$ cat config.mk
export PLATFORM = sky130hd
export DESIGN_NAME = ascii_hex_parser
export DESIGN_NICKNAME = d
export VERILOG_FILES = /design/src/rtl/ascii_hex_pkg.sv /design/src/rtl/ascii_nibble.sv /design/src/rtl/ascii_hex_parser.sv
export SDC_FILE = /design/constraint.sdc
export NUM_CORES = 1
export LEC_CHECK = 0
export BUFFER_PORTS_ARGS = -buffer_cell sky130_fd_sc_hd__buf_2
export CORE_ASPECT_RATIO = 0.8
export CORE_MARGIN = 2
export CORE_UTILIZATION = 25
export DETAILED_ROUTE_END_ITERATION = 6
export PLACE_DENSITY_LB_ADDON = 0.2
export SYNTH_ARGS = -nofsm -noshare
export SYNTH_HDL_FRONTEND = slang
export SYNTH_SLANG_ARGS = --single-unit
$ cat constraint.sdc
create_clock -name clk -period 4.2 [get_ports clk]
set_input_delay 0.21 -clock clk [delete_from_list [all_inputs] [get_ports clk]]
set_output_delay 0.21 -clock clk [all_outputs]
set_load 0.005 [all_outputs]
$ cat src/rtl/ascii_hex_pkg.sv
// ----------------------------------------------------------------------------
// ascii_hex_pkg
// Shared definitions for the ASCII hex token parser:
//   - ASCII code points for the delimiters, the hex digit ranges and 'x'/'X'
//   - parser state encoding (state_t)
//   - character class encoding (cls_t) produced by ascii_nibble
// ----------------------------------------------------------------------------
package ascii_hex_pkg;

    // Delimiters
    localparam logic [7:0] CH_SPACE = 8'h20;
    localparam logic [7:0] CH_TAB   = 8'h09;
    localparam logic [7:0] CH_CR    = 8'h0D;
    localparam logic [7:0] CH_LF    = 8'h0A;
    localparam logic [7:0] CH_COMMA = 8'h2C;

    // Hex digit ranges
    localparam logic [7:0] CH_0    = 8'h30;
    localparam logic [7:0] CH_9    = 8'h39;
    localparam logic [7:0] CH_LC_A = 8'h61;
    localparam logic [7:0] CH_LC_F = 8'h66;
    localparam logic [7:0] CH_UC_A = 8'h41;
    localparam logic [7:0] CH_UC_F = 8'h46;

    // Prefix letter
    localparam logic [7:0] CH_LC_X = 8'h78;
    localparam logic [7:0] CH_UC_X = 8'h58;

    typedef enum logic [2:0] {
        ST_IDLE  = 3'd0,
        ST_ACCUM = 3'd1,
        ST_EMIT  = 3'd2,
        ST_SKIP  = 3'd3,
        ST_ZERO  = 3'd4,
        ST_PFX   = 3'd5
    } state_t;

    typedef enum logic [1:0] {
        CLS_HEX     = 2'd0,
        CLS_DELIM   = 2'd1,
        CLS_ILLEGAL = 2'd2
    } cls_t;

    function automatic logic is_prefix_x(input logic [7:0] ch);
        return (ch == CH_LC_X) || (ch == CH_UC_X);
    endfunction

endpackage

$ cat src/rtl/ascii_nibble.sv
// ----------------------------------------------------------------------------
// ascii_nibble
// Combinational ASCII character classifier and hex digit decoder; the inverse
// of the nibble-to-ASCII formatter, accepting both letter cases.
// Ports:
//   ch  [7:0] in   ASCII character
//   cls [1:0] out  CLS_HEX / CLS_DELIM / CLS_ILLEGAL
//   nib [3:0] out  digit value when cls==CLS_HEX, otherwise 0
// ----------------------------------------------------------------------------
module ascii_nibble
    import ascii_hex_pkg::*;
(
    input  logic [7:0] ch,
    output logic [1:0] cls,
    output logic [3:0] nib
);

    always_comb begin
        cls = CLS_ILLEGAL;
        nib = 4'h0;
        if (ch >= CH_0 && ch <= CH_9) begin
            cls = CLS_HEX;
            nib = ch[3:0];
        end else if ((ch >= CH_LC_A && ch <= CH_LC_F) ||
                     (ch >= CH_UC_A && ch <= CH_UC_F)) begin
            // 'a'/'A' have low nibble 1, so +9 maps them onto 10..15
            cls = CLS_HEX;
            nib = ch[3:0] + 4'd9;
        end else if (ch == CH_SPACE || ch == CH_TAB || ch == CH_CR ||
                     ch == CH_LF || ch == CH_COMMA) begin
            cls = CLS_DELIM;
        end
    end

endmodule

$ cat src/rtl/ascii_hex_parser.sv
// ----------------------------------------------------------------------------
// ascii_hex_parser
// Assembles whitespace/comma delimited ASCII hex tokens into binary words.
// Build option: define HEX_PREFIX_EN to accept an optional "0x"/"0X" prefix.
// Ports:
//   clk, reset            clock, synchronous active-high reset
//   in_data[7:0]          ASCII character      (in_valid / in_ready)
//   out_data[4*DIGITS-1:0] assembled word, right-justified
//   out_ndigits[4:0]      digit count of the token
//   out_valid / out_ready output handshake
//   err                   one-cycle pulse per token error
//   err_count[7:0]        saturating error count
// Handshake: a byte moves when in_valid & in_ready are both high on a rising
// edge; a word moves when out_valid & out_ready are both high. out_data and
// out_ndigits stay stable while out_valid is high and out_ready is low.
// ----------------------------------------------------------------------------
module ascii_hex_parser
    import ascii_hex_pkg::*;
#(
    parameter int DIGITS = 8
) (
    input  logic                  clk,
    input  logic                  reset,
    input  logic [7:0]            in_data,
    input  logic                  in_valid,
    output logic                  in_ready,
    output logic [4*DIGITS-1:0]   out_data,
    output logic [4:0]            out_ndigits,
    output logic                  out_valid,
    input  logic                  out_ready,
    output logic                  err,
    output logic [7:0]            err_count
);

    localparam int W = 4 * DIGITS;

    state_t       state, state_nxt;
    logic [W-1:0] acc, acc_nxt;
    logic [4:0]   count, count_nxt;
    logic         load_out;
    logic         err_nxt;
    logic         rdy_en;
    logic         take;
    logic [1:0]   cls;
    logic [3:0]   nib;

    ascii_nibble u_nibble (
        .ch  (in_data),
        .cls (cls),
        .nib (nib)
    );

    // rdy_en holds in_ready low for the first cycle after reset releases.
    assign in_ready  = rdy_en && (state != ST_EMIT);
    assign out_valid = (state == ST_EMIT);
    assign take      = in_valid && in_ready;

    always_comb begin
        state_nxt = state;
        acc_nxt   = acc;
        count_nxt = count;
        load_out  = 1'b0;
        err_nxt   = 1'b0;
        case (state)
            ST_IDLE: begin
                if (take) begin
                    if (cls == CLS_HEX) begin
                        state_nxt = ST_ACCUM;
                        acc_nxt   = W'(nib);
                        count_nxt = 5'd1;
`ifdef HEX_PREFIX_EN
                        // A leading '0' may be the start of a "0x" prefix.
                        if (in_data == CH_0) state_nxt = ST_ZERO;
`endif
                    end else if (cls == CLS_ILLEGAL) begin
                        state_nxt = ST_SKIP;
                        err_nxt   = 1'b1;
                    end
                end
            end
`ifdef HEX_PREFIX_EN
            ST_ZERO,
`endif
            ST_ACCUM: begin
                if (take) begin
`ifdef HEX_PREFIX_EN
                    if (state == ST_ZERO && is_prefix_x(in_data)) begin
                        // The '0' was a prefix, not a digit.
                        state_nxt = ST_PFX;
                        acc_nxt   = '0;
                        count_nxt = 5'd0;
                    end else
`endif
                    if (cls == CLS_HEX) begin
                        if (count < 5'(DIGITS)) begin
                            state_nxt = ST_ACCUM;
                            acc_nxt   = (acc << 4) | W'(nib);
                            count_nxt = count + 5'd1;
                        end else begin
                            state_nxt = ST_SKIP;
                            acc_nxt   = '0;
                            count_nxt = 5'd0;
                            err_nxt   = 1'b1;
                        end
                    end else if (cls == CLS_DELIM) begin
                        state_nxt = ST_EMIT;
                        load_out  = 1'b1;
                    end else begin
                        state_nxt = ST_SKIP;
                        acc_nxt   = '0;
                        count_nxt = 5'd0;
                        err_nxt   = 1'b1;
                    end
                end
            end
`ifdef HEX_PREFIX_EN
            ST_PFX: begin
                if (take) begin
                    if (cls == CLS_HEX) begin
                        state_nxt = ST_ACCUM;
                        acc_nxt   = W'(nib);
                        count_nxt = 5'd1;
                    end else if (cls == CLS_DELIM) begin
                        // "0x" with no digits is an error; the delimiter ends it.
                        state_nxt = ST_IDLE;
                        err_nxt   = 1'b1;
                    end else begin
                        state_nxt = ST_SKIP;
                        err_nxt   = 1'b1;
                    end
                end
            end
`endif
            ST_EMIT: begin
                if (out_ready) begin
                    state_nxt = ST_IDLE;
                    acc_nxt   = '0;
                    count_nxt = 5'd0;
                end
            end
            ST_SKIP: begin
                // Rest of a bad token is dropped silently until a delimiter.
                if (take && cls == CLS_DELIM) state_nxt = ST_IDLE;
            end
            default: begin
                state_nxt = ST_IDLE;
                acc_nxt   = '0;
                count_nxt = 5'd0;
            end
        endcase
    end

    always_ff @(posedge clk) begin
        if (reset) begin
            state       <= ST_IDLE;
            acc         <= '0;
            count       <= 5'd0;
            out_data    <= '0;
            out_ndigits <= 5'd0;
            err         <= 1'b0;
            err_count   <= 8'd0;
            rdy_en      <= 1'b0;
        end else begin
            state  <= state_nxt;
            acc    <= acc_nxt;
            count  <= count_nxt;
            err    <= err_nxt;
            rdy_en <= 1'b1;
            if (load_out) begin
                out_data    <= acc;
                out_ndigits <= count;
            end
            if (err_nxt && err_count != 8'hFF) err_count <= err_count + 8'd1;
        end
    end

endmodule

Word-level counts from Yosys, hierarchy flattened
Index checks and enable logic that the tools add are counted.
Storage, ports and cells
  logic and storage cells: 99
  input port bits: 12
  bits in registers: 87
Operators by class
  magnitude comparators: 7
  equal/unequal tests: 19
  $add $sub $neg: 3
  reductions and logical operators: 16
  bitwise gates (word level): 2
  multiplexer cells: 44
Operators by type and width (number)
  two-way mux 32 bit: 7
  one-hot mux 32 bit (4 select lines): 1
  two-way mux 5 bit: 7
  bitwise OR 32 x 4 -> 32 bit: 1
  == test 8 x 4 -> 1 bit (second input constant): 3
  two-way mux 3 bit: 7
  one-hot mux 5 bit (4 select lines): 1
  == test 8 x 6 -> 1 bit (second input constant): 2
  >= comparator 8 x 7 -> 1 bit (second input constant): 2
  <= comparator 8 x 7 -> 1 bit (second input constant): 2
  two-way mux 1 bit: 13
  one-hot mux 3 bit (4 select lines): 1
  adder 8 x 1 -> 8 bit (second input constant): 1
  >= comparator 8 x 6 -> 1 bit (second input constant): 1
  <= comparator 8 x 6 -> 1 bit (second input constant): 1
  two-way mux 2 bit: 4
  two-way mux 4 bit: 2
  inequality test 2 bit (second input constant): 4
  inequality test 8 bit (second input constant): 1
  logical AND 1 bit: 7
  == test 3 x 2 -> 1 bit (second input constant): 2
  inequality test 3 bit (second input constant): 2
  AND reduction 6 bit: 1
  adder 5 x 1 -> 5 bit (second input constant): 1
  13 further kinds: 17

Logic depth before layout (Yosys ltp)
Gate-level depths: netlist of run 1.
  depth after elaboration: 14
  depth in mapped cells: 10

Modules after synthesis
Synthesis of run 1 repeated with hierarchy kept, for this count alone.
Second synthesis, totals
  cells, all modules: 449
  area, all modules: 3844.9 um^2
Modules (own cells, without submodules)
  ascii_hex_parser: instances 1, area an instance 3549.7 um^2, seq. area each 1721.7 um^2, cells each 416
  ascii_nibble: instances 1, area an instance 295.3 um^2, seq. area each 0.0 um^2, cells each 33

Least setup slack after synthesis of run 1
No wires, ideal clock.
  kind: input to register
  from: input port in_data[0]
  to: register err_count[4]
  cell stages on the path: 9
  buffers on the path: 1
  library setup time: 115 ps
  slack: 2286 ps
  required time: 4085 ps
  arrival: 1799 ps
  path through: inv_1 ha_1 inv_1 o311a_1 o22ai_1 o2111ai_2 buf_6 o31a_1 o21a_1
Between the ends
  cells in the longest elaborated chain, start to end: 14
  elaborated cells on any way between the ends: 33
  classes of those cells: order compare (6); eq/ne (7); mux (10); reduce/logical (10)
RTL lines
  from (decl): line ascii_hex_parser.sv:24  | input logic [7:0] in_data,
  branches (longest 7 deep; another with >= comparator 8 x 7 -> 1 bit)
  two-way mux 2 bit (*): line ascii_nibble.sv:21  | if (ch >= CH_0 && ch <= CH_9) begin
  == test 2 x 1 -> 1 bit / == test 2 bit (equally long branches): line ascii_hex_parser.sv:105, ascii_hex_parser.sv:75
  two-way mux 1 bit (on tied branches): line ascii_hex_parser.sv:105, ascii_hex_parser.sv:75
  two-way mux 1 bit (on tied branches): line ascii_hex_parser.sv:94, ascii_hex_parser.sv:67
  two-way mux 1 bit (on tied branches): line ascii_hex_parser.sv:85, ascii_hex_parser.sv:66
  one-hot mux 1 bit (2 select lines) (*): line ascii_hex_parser.sv:64  | case (state)
  logical AND 1 bit (*): line ascii_hex_parser.sv:173  | if (err_nxt && err_count != 8'hFF) err_count <= err_count + 8'd1;
  to (signal assigned): line ascii_hex_parser.sv:173
  to (decl): line ascii_hex_parser.sv:32  | output logic [7:0] err_count
Mark *: on every way between the ends.
A chain may end at the register's enable or synchronous reset.

Worst setup path in the final report of run 1
  from: input port in_data[0]
  to: register err_count[7]
Same word-level chain as after synthesis.

==> qor.csv, run 1 <==
metric,value,unit
insertion_delay,0.33,ns
holdCritPathClass,primary input to flop,
postRouteAntennaNets,0,
antenna_found_initial,0,
drc_errors,0,
finalSetupTns,0,ns
synth_cell_types,50,
maxSlewHeadroom,30.7,%
post-place-ws,1.72,ns
drt_pass1_iterations,4,
grt_busiest_layer,met2,
synth_area,0.00333,mm^2
cts_resized,0,
grt_pass1_wl,12800,um
wl_per_cell,13.4,um
ioPinCount,60,
antennaDiodeCount,0,
start_util,25.7,%
synth_top_cell_by_area,dfxtp_1,
met2_usage,16.2,%
r2r-start,state[0],
syn2layout_area_growth,20.9,%
synthArstFlopShare,0,%
rsz0062_at_grt,false,
yosysWarnings,0,
maxCapViolations,0,
cts_setup_buffers,0,
post-route-min-period,2.13,ns
setup_slack,2.07,ns
synth_flop_cell,dfxtp_1,
clk_pin_slew,0.06,ns
cts_tree,built,
crit_path_start_kind,primary input,
multi_input_area,0.00147,mm^2
root_buffer,clkbuf_16,
die_y,107,um
layout-drive-gt1-share,21.3,%
p_leak,0.00156,uW
drt-initial-drc-count,181,
startpoint,in_data[0],
cts_buffers,9,
syn_inst,360,
htreeDepth,3,
worst_slew_pin_slew,1.04,ns
finish.utilization,31.1,%
status,"complete, no violations",
placementRows,37,
synth_area_leaders,"dfxtp_1 52%, nand2_1 9.2%, a22o_1 7.6%, a21oi_1 7.1%, ha_1 2.6%",
worstPathCellList,buf_2 -> inv_1 -> ha_1 -> inv_1 -> o311a_1 -> o22ai_1 -> o2111ai_2 -> or4_1 -> a21oi_1,
setup_viol,0,
total_power,1600,uW
grt_util_all_layers,11.4,%
setup.worst_path.end_class,flop,
cpPeakStageDelay,0.52,ns
grt_max_degree,54,
nets,433,
arrival,2.38,ns
fmax,0.469,GHz
dieWidth,133,um
vias,2682,
synth-edff-count,0,
clock-sinks,86,
grt_pass1_vias,2513,
place_congestion,0.797,
slowest_stage,or4_1,
yosys-top-cells-count,"86 x dfxtp_1, 82 x nand2_1, 47 x a21oi_1",
min_from,in_data[3],
ys_ff_latch,86,
yosysMostFrequentCell,dfxtp_1,
grt_overflow_total,0,
synth_area_per_cell,9.26,um^2
cts_hold_buf,0,
seq_area_frac_synth,51.6,%
critPathMostFrequentCell,inv_1,
core-area,0.0130,mm^2
cts_buffer_depth,2,
synth_top_area_share,51.6,%
die_area,0.0143,mm^2
hold_viol_final,0,
wl,7950,um
slew_violations,0,
syn-num-nets,379,
vdd_ir_drop_max,0.000212,V
dp_hpwl,5220,um
use_met1,15.9,%
crit_type,primary input to flop,
skew,0.00472,ns
required,4.45,ns
path_max_fanout,14,
fin_crit_sh,50.8,%
routed_via_density,4.53,
nFillCells,1388,
power_density,397,mW/mm^2
port-buffer-count,59,
grt_use_met3,4.10,%
regArea,0.00172,mm^2
## cell families after synthesis
kind of cell	share of synthesized area (%)
muxes	0.600
adders and majority gates	2.63
AOI/OAI and AO/OA	23.6
xor gates and xnor gates	0.525
and+or+nand+nor	16.7
DFF	51.6
buffers and inverters	4.35
## final cells by class
type	count	area share (%)
flip-flops and latches	86	42.7
multi-input cells	244	36.5
repair buffers	63	8.07
clock buffers	12	6.11
well taps	175	5.43
inverters	10	0.931
clock inverters	2	0.248
## worst paths after layout
path                                     end  slack, ns  depth (start not counted)
worst min register to register  out_data[26]       0.45                          2
worst max register to register      count[2]       2.19                          5
worst min-delay path                  acc[3]       0.22                          3
worst max-delay path            err_count[7]       2.07                          9
## metrics by stage
| step | std cells | hold slack [ns] | cell area (um^2) |
|---|---|---|---|
| 2_1_floorplan | 360 | 0.359 | 3330 |
| 3_3_place_gp | 578 | 0.447 | 3780 |
| 3_5_place_dp | 578 | 0.444 | 3780 |
| 5_1_grt | 592 | 0.263 | 4030 |
| 6_report | 592 | 0.224 | 4030 |
| 4_1_cts | 592 | 0.218 | 4030 |
## power by group
| part | internal, uW | switching (uW) |
|---|---|---|
| clock | 408 | 296 |
| sequential | 821 | 6.28 |
| combinational | 23.4 | 46.5 |
## worst max-delay path: cells and delay by family
family          cells  cell delay, ns
compound gates      4            1.16
simple gates        1            0.52
buf+inv             3            0.30
fa+ha+maj           1            0.20
## per-layer routing
layer	vias to the layer above	wire length (um)
met3	8	378
met4	0	91
met1	1246	4130
met5	-	0
li1	1383	-
met2	45	3340
## sequential cells by signal, indices dropped and copies added, names as in the netlist
name         flops
acc             32
count            5
err              1
err_count        8
out_data        32
out_ndigits      5
rdy_en           1
state            2
## cells in the final DEF (no fill, tap or decap), types with 3 or more instances in the layout
| cell type | instances |
|---|---|
| inv_1 | 9 |
| a21oi_1 | 47 |
| ha_1 | 7 |
| or4_1 | 4 |
| a22o_1 | 29 |
| nand3_1 | 5 |
| buf_4 | 4 |
| buf_2 | 59 |
| o31ai_1 | 5 |
| o2bb2ai_1 | 4 |
| o21ai_0 | 5 |
| dfxtp_1 | 86 |
| or2_2 | 3 |
| nor2_1 | 10 |
| nand2_1 | 82 |
| clkbuf_16 | 9 |
(Power assumes the default switching activity.)
==> run 2: changes to the inputs <==
==> constraint.sdc (replaced) <==
create_clock -name clk -period 1.8 [get_ports clk]
set_input_delay 0.09 -clock clk [delete_from_list [all_inputs] [get_ports clk]]
set_output_delay 0.09 -clock clk [all_outputs]
set_load 0.005 [all_outputs]
==> qor.csv, run 2 (same netlist as run 1, synthesis figures left out) <==
metric,value,unit,change
postRouteAntennaNets,0,,unchanged
drc_errors,0,,unchanged
slew_violations,0,,unchanged
setup.worst_path.end_class,flop,,
die_y,107,um,unchanged
vdd_ir_drop_max,0.000432,V,+100%
ioPinCount,60,,unchanged
power_density,892,mW/mm^2,+120%
crit_buf_inv,0,,-3
layout-drive-gt1-share,29.2,%,+7.9 points
cts_buffer_depth,2,,unchanged
finish.utilization,34.1,%,+3.0 points
root_buffer,clkbuf_16,,
grt_max_degree,38,,-30%
post-place-ws,-0.313,ns,-2.03 ns
port-buffer-count,59,,unchanged
clock-sinks,86,,unchanged
hold_viol_final,0,,unchanged
worstPathCellList,nand2b_1 -> or2_4 -> o211a_4 -> or4b_1 -> a21oi_1,,
fmax,0.578,GHz,
maxCapViolations,0,,unchanged
cts_tree,built,,
drt_pass1_iterations,4,,unchanged
mostFrequentLayoutCells,"85 x dfxtp_1, 82 x nand2_1, 59 x buf_2",,
grt_pass1_vias,2767,,+10%
min_from,reset,,
core-area,0.0130,mm^2,unchanged
maxSlewHeadroom,73.8,%,+43 points
antennaDiodeCount,0,,unchanged
rsz0062_at_grt,true,,
routed_via_density,4.59,,+1.4%
nets,469,,+8.3%
cts_hold_buf,0,,unchanged
grt_util_all_layers,12.1,%,+0.79 points
slowest_stage,or4b_1,,
whs_endpoint,err,,
insertion_delay,0.33,ns,about the same
r2r-start,state[0],,
status,"complete, no violations",,
layout_commonest_cell,dfxtp_1,,
reg.largest.list,"acc (32), out_data (32), err_count (8)",,
cpPeakStageDelay,0.49,ns,-0.03 ns
hold_path_depth,2,,-1
clk_pin_slew,0.06,ns,about the same
finalSetupTns,0,ns,unchanged
grt_overflow_total,0,,unchanged
cp_top_family,simple AND/OR/NAND/NOR gates,,
dieWidth,133,um,unchanged
dp_hpwl,5680,um,+8.8%
required,2.07,ns,-2.38 ns
rr_worst_depth,5,,unchanged
holdCritPathClass,primary input to flop,,
crit_type,flop to flop,,
drt-initial-drc-count,153,,-15%
p_leak,0.00177,uW,+13%
setup_viol,0,,unchanged
vias,2894,,+7.9%
crit_path_start_kind,flop,,
regToRegSetupSlack,0.07,ns,-2.12 ns
htreeDepth,3,,unchanged
cts_buffers,9,,unchanged
syn2layout_area_growth,32.7,%,
grt_pass1_wl,13800,um,+7.2%
r2r_end,count[2],,
total_power,3950,uW,+150%
wl_per_cell,13.3,um,-1.2%
placementRows,37,,unchanged
place_congestion,0.847,,+6.3%
wl,8360,um,+5.1%
arrival,2.00,ns,-0.38 ns
skew,0.00741,ns,+0.00269 ns
path_max_fanout,6,,-8
antenna_found_initial,0,,unchanged
fin_crit_sh,96.2,%,
post-route-min-period,1.73,ns,
worst_slew_pin_slew,0.393,ns,-0.646 ns
die_area,0.0143,mm^2,unchanged
setup_slack,0.0693,ns,-2.00 ns
start_util,25.7,%,unchanged
==> run 2: timing repair <==
action                     in CTS  in global routing
gates resized for setup         1                 10
setup buffers                   0                  2
setup endpoints to repair       3                 43
gates cloned                    0                  0
pin swaps                       1                  4
==> run 2: worst max-delay path by stage <==
| stage | from | to | cells past startpoint |
|---|---|---|---|
| 2_1_floorplan | in_data[0] | err_count[4] | 9 |
| 3_3_place_gp | in_data[1] | err_count[5] | 9 |
| 3_5_place_dp | in_data[1] | err_count[5] | 9 |
| 4_1_cts | state[1] | err_count[5] | 6 |
| 5_1_grt | state[0] | err_count[4] | 7 |
| 6_report | state[0] | count[2] | 5 |
==> run 2: area by class of cell <==
cell class | instances | area (um^2)
Tap cell | 175 | 219
Sequential cell | 86 | 1720
Clock buffer | 12 | 236
Fill cell | 1368 | 8540
Inverter | 10 | 37.5
Multi-Input combinational cell | 244 | 1520
Clock inverter | 4 | 47.5
Timing Repair Buffer | 99 | 646
==> run 2: power breakdown <==
part	total [uW]	internal (uW)	leakage [uW]	switching (uW)
Combinational	235	107	0.000940	129
Clock	1780	1070	0.000137	713
Sequential	1930	1910	0.000694	12.2
==> run 2: layer usage <==
metal,vias to the layer above,wire (um),global-route usage [%]
met5,-,0,0
met1,1381,4110,16.2
li1,1452,-,-
met4,0,84,4.33
met3,8,341,3.58
met2,53,3820,18.7
==> run 2: per-stage QoR <==
step | instances | area (um^2) | hold WS, ns
final | 630 | 4430 | 0.149
after global routing | 630 | 4430 | 0.184
after CTS | 628 | 4380 | 0.153
after detailed placement | 612 | 4080 | 0.447
after global placement | 612 | 4080 | 0.447
after floorplan | 360 | 3330 | 0.239
==> run 3: changes to the inputs <==
==> constraint.sdc (replaced) <==
create_clock -name clk -period 1.8 [get_ports clk]
set_input_delay 0 -clock clk [delete_from_list [all_inputs] [get_ports clk]]
set_output_delay 0 -clock clk [all_outputs]
set_load 0.005 [all_outputs]
==> qor.csv, run 3 (same netlist as run 1, synthesis figures left out) <==
metric,value,unit,change
mostFrequentLayoutCells,"85 x dfxtp_1, 81 x nand2_1, 59 x buf_2",,
status,"complete, no violations",,
drt-initial-drc-count,166,,+8.5%
antenna_found_initial,0,,unchanged
clk_pin_slew,0.06,ns,about the same
htreeDepth,3,,unchanged
reg.largest.list,"acc (32), out_data (32), err_count (8)",,
fin_crit_sh,95.5,%,-0.61 points
instances_no_fill,625,,-0.79%
die_y,107,um,unchanged
grt_pass1_wl,13500,um,-2.2%
vdd_ir_drop_max,0.000431,V,-0.24%
highest_layer,met4,,
fin_area,0.00440,mm^2,-0.59%
arrival,1.94,ns,-0.06 ns
die_area,0.0143,mm^2,unchanged
clock-sinks,86,,unchanged
nets,464,,-1.1%
path_max_fanout,29,,+23
crit_path_start_kind,flop,,
port-buffer-count,59,,unchanged
rsz0062_at_grt,true,,
slew_violations,0,,unchanged
core-area,0.0130,mm^2,unchanged
insertion_delay,0.33,ns,about the same
postRouteAntennaNets,0,,unchanged
drc_errors,0,,unchanged
wl_met2,3660,um,-4.3%
routed_via_density,4.48,,-2.4%
antennaDiodeCount,0,,unchanged
dp.cells,608,,-0.65%
skew,0.00638,ns,-0.00104 ns
setup.worst_path.end_class,flop,,
finalSetupTns,0,ns,unchanged
layout-drive-gt1-share,29.1,%,-0.12 points
dp_hpwl,5680,um,+0.14%
drt_pass1_iterations,4,,unchanged
p_leak,0.00175,uW,-1.3%
total_power,3890,uW,-1.4%
cts_buffer_depth,2,,unchanged
wl,8370,um,+0.23%
required,2.02,ns,-0.05 ns
start_util,25.7,%,unchanged
post-place-ws,-0.226,ns,+0.0862 ns
setup_viol,0,,unchanged
syn2layout_area_growth,31.9,%,
maxSlewHeadroom,68.3,%,-5.5 points
grt_overflow_total,0,,unchanged
wl_per_cell,13.4,um,+1.0%
postPlaceCellArea,0.00405,mm^2,-0.74%
worst_slew_pin_slew,0.476,ns,+0.0826 ns
placementRows,37,,unchanged
drt-met1-wl,4250,um,+3.4%
dr_wl_met3,354,um,+3.8%
grt_max_degree,38,,unchanged
dieWidth,133,um,unchanged
cts_tree,built,,
hold_viol_final,0,,unchanged
post-route-min-period,1.72,ns,-0.0110 ns
cts_hold_buf,0,,unchanged
grt_pass1_vias,2729,,-1.4%
setup_slack,0.0803,ns,+0.0110 ns
ioPinCount,60,,unchanged
cts_buffers,9,,unchanged
root_buffer,clkbuf_16,,
place_congestion,0.841,,-0.78%
layout_commonest_cell,dfxtp_1,,
grt_util_all_layers,11.9,%,-0.26 points
holdCritPathClass,primary input to flop,,
crit_type,flop to flop,,
fmax,0.581,GHz,+0.64%
maxCapViolations,0,,unchanged
vias,2801,,-3.2%
power_density,885,mW/mm^2,-0.77%
[run 3: timing repair]
action	CTS	global route
pin swaps	0	1
gates resized for setup	4	11
endpoints found under the hold margin	0	0
setup buffers	0	1
endpoints found under the setup margin	3	41
cloned	0	0
[run 3: stage by stage]
step | utilization [%] | hold WS (ns)
after global routing | 33.9 | 0.120
final | 33.9 | 0.0997
after global placement | 31.3 | 0.383
after CTS | 33.6 | 0.0970
after floorplan | - | 0.149
after detailed placement | 31.3 | 0.390
[run 3: power breakdown]
| group | total [uW] | leakage (uW) | switching (uW) | internal, uW |
|---|---|---|---|---|
| clock | 1740 | 0.000140 | 728 | 1010 |
| combinational | 229 | 0.000915 | 129 | 99.7 |
| sequential | 1930 | 0.000694 | 12.2 | 1910 |
| total | 3890 | 0.00175 | 869 | 3020 |
[run 3: routing by layer]
layer / up-vias / GRT usage, %
li1: 1442 / -
met5: - / 0
met4: 0 / 3.95
met1: 1305 / 16.2
met3: 8 / 3.58
met2: 46 / 18.0
[run 3: path summary, 6_finish.rpt]
| check | startpoint | to | slack (ns) | depth (start not counted) |
|---|---|---|---|---|
| worst max-delay path | state[1] | acc[17] | 0.08 | 7 |
| worst min-delay path | reset | err | 0.1 | 2 |
| worst max register to register | state[1] | acc[17] | 0.08 | 7 |
| worst min register to register | out_data[24] | out_data[24] | 0.45 | 2 |
[run 3: critical path, stage by stage, from the launching register on]
cell and delay [ns]:
dfxtp_1 0.32, buf_4 0.17, nor2b_2 0.16, buf_4 0.14, a221oi_2 0.34, nor3_2 0.09
buf_12 0.19, a22o_1 0.18
[run 3: cell type report]
type,instances,area [um^2]
timing repair buffer,94,608
clock buffer,13,260
tap,175,219
multi-input combinational,244,1530
sequential,86,1720
fill,1374,8560
inverter,10,37.5
clock inverter,3,18.8
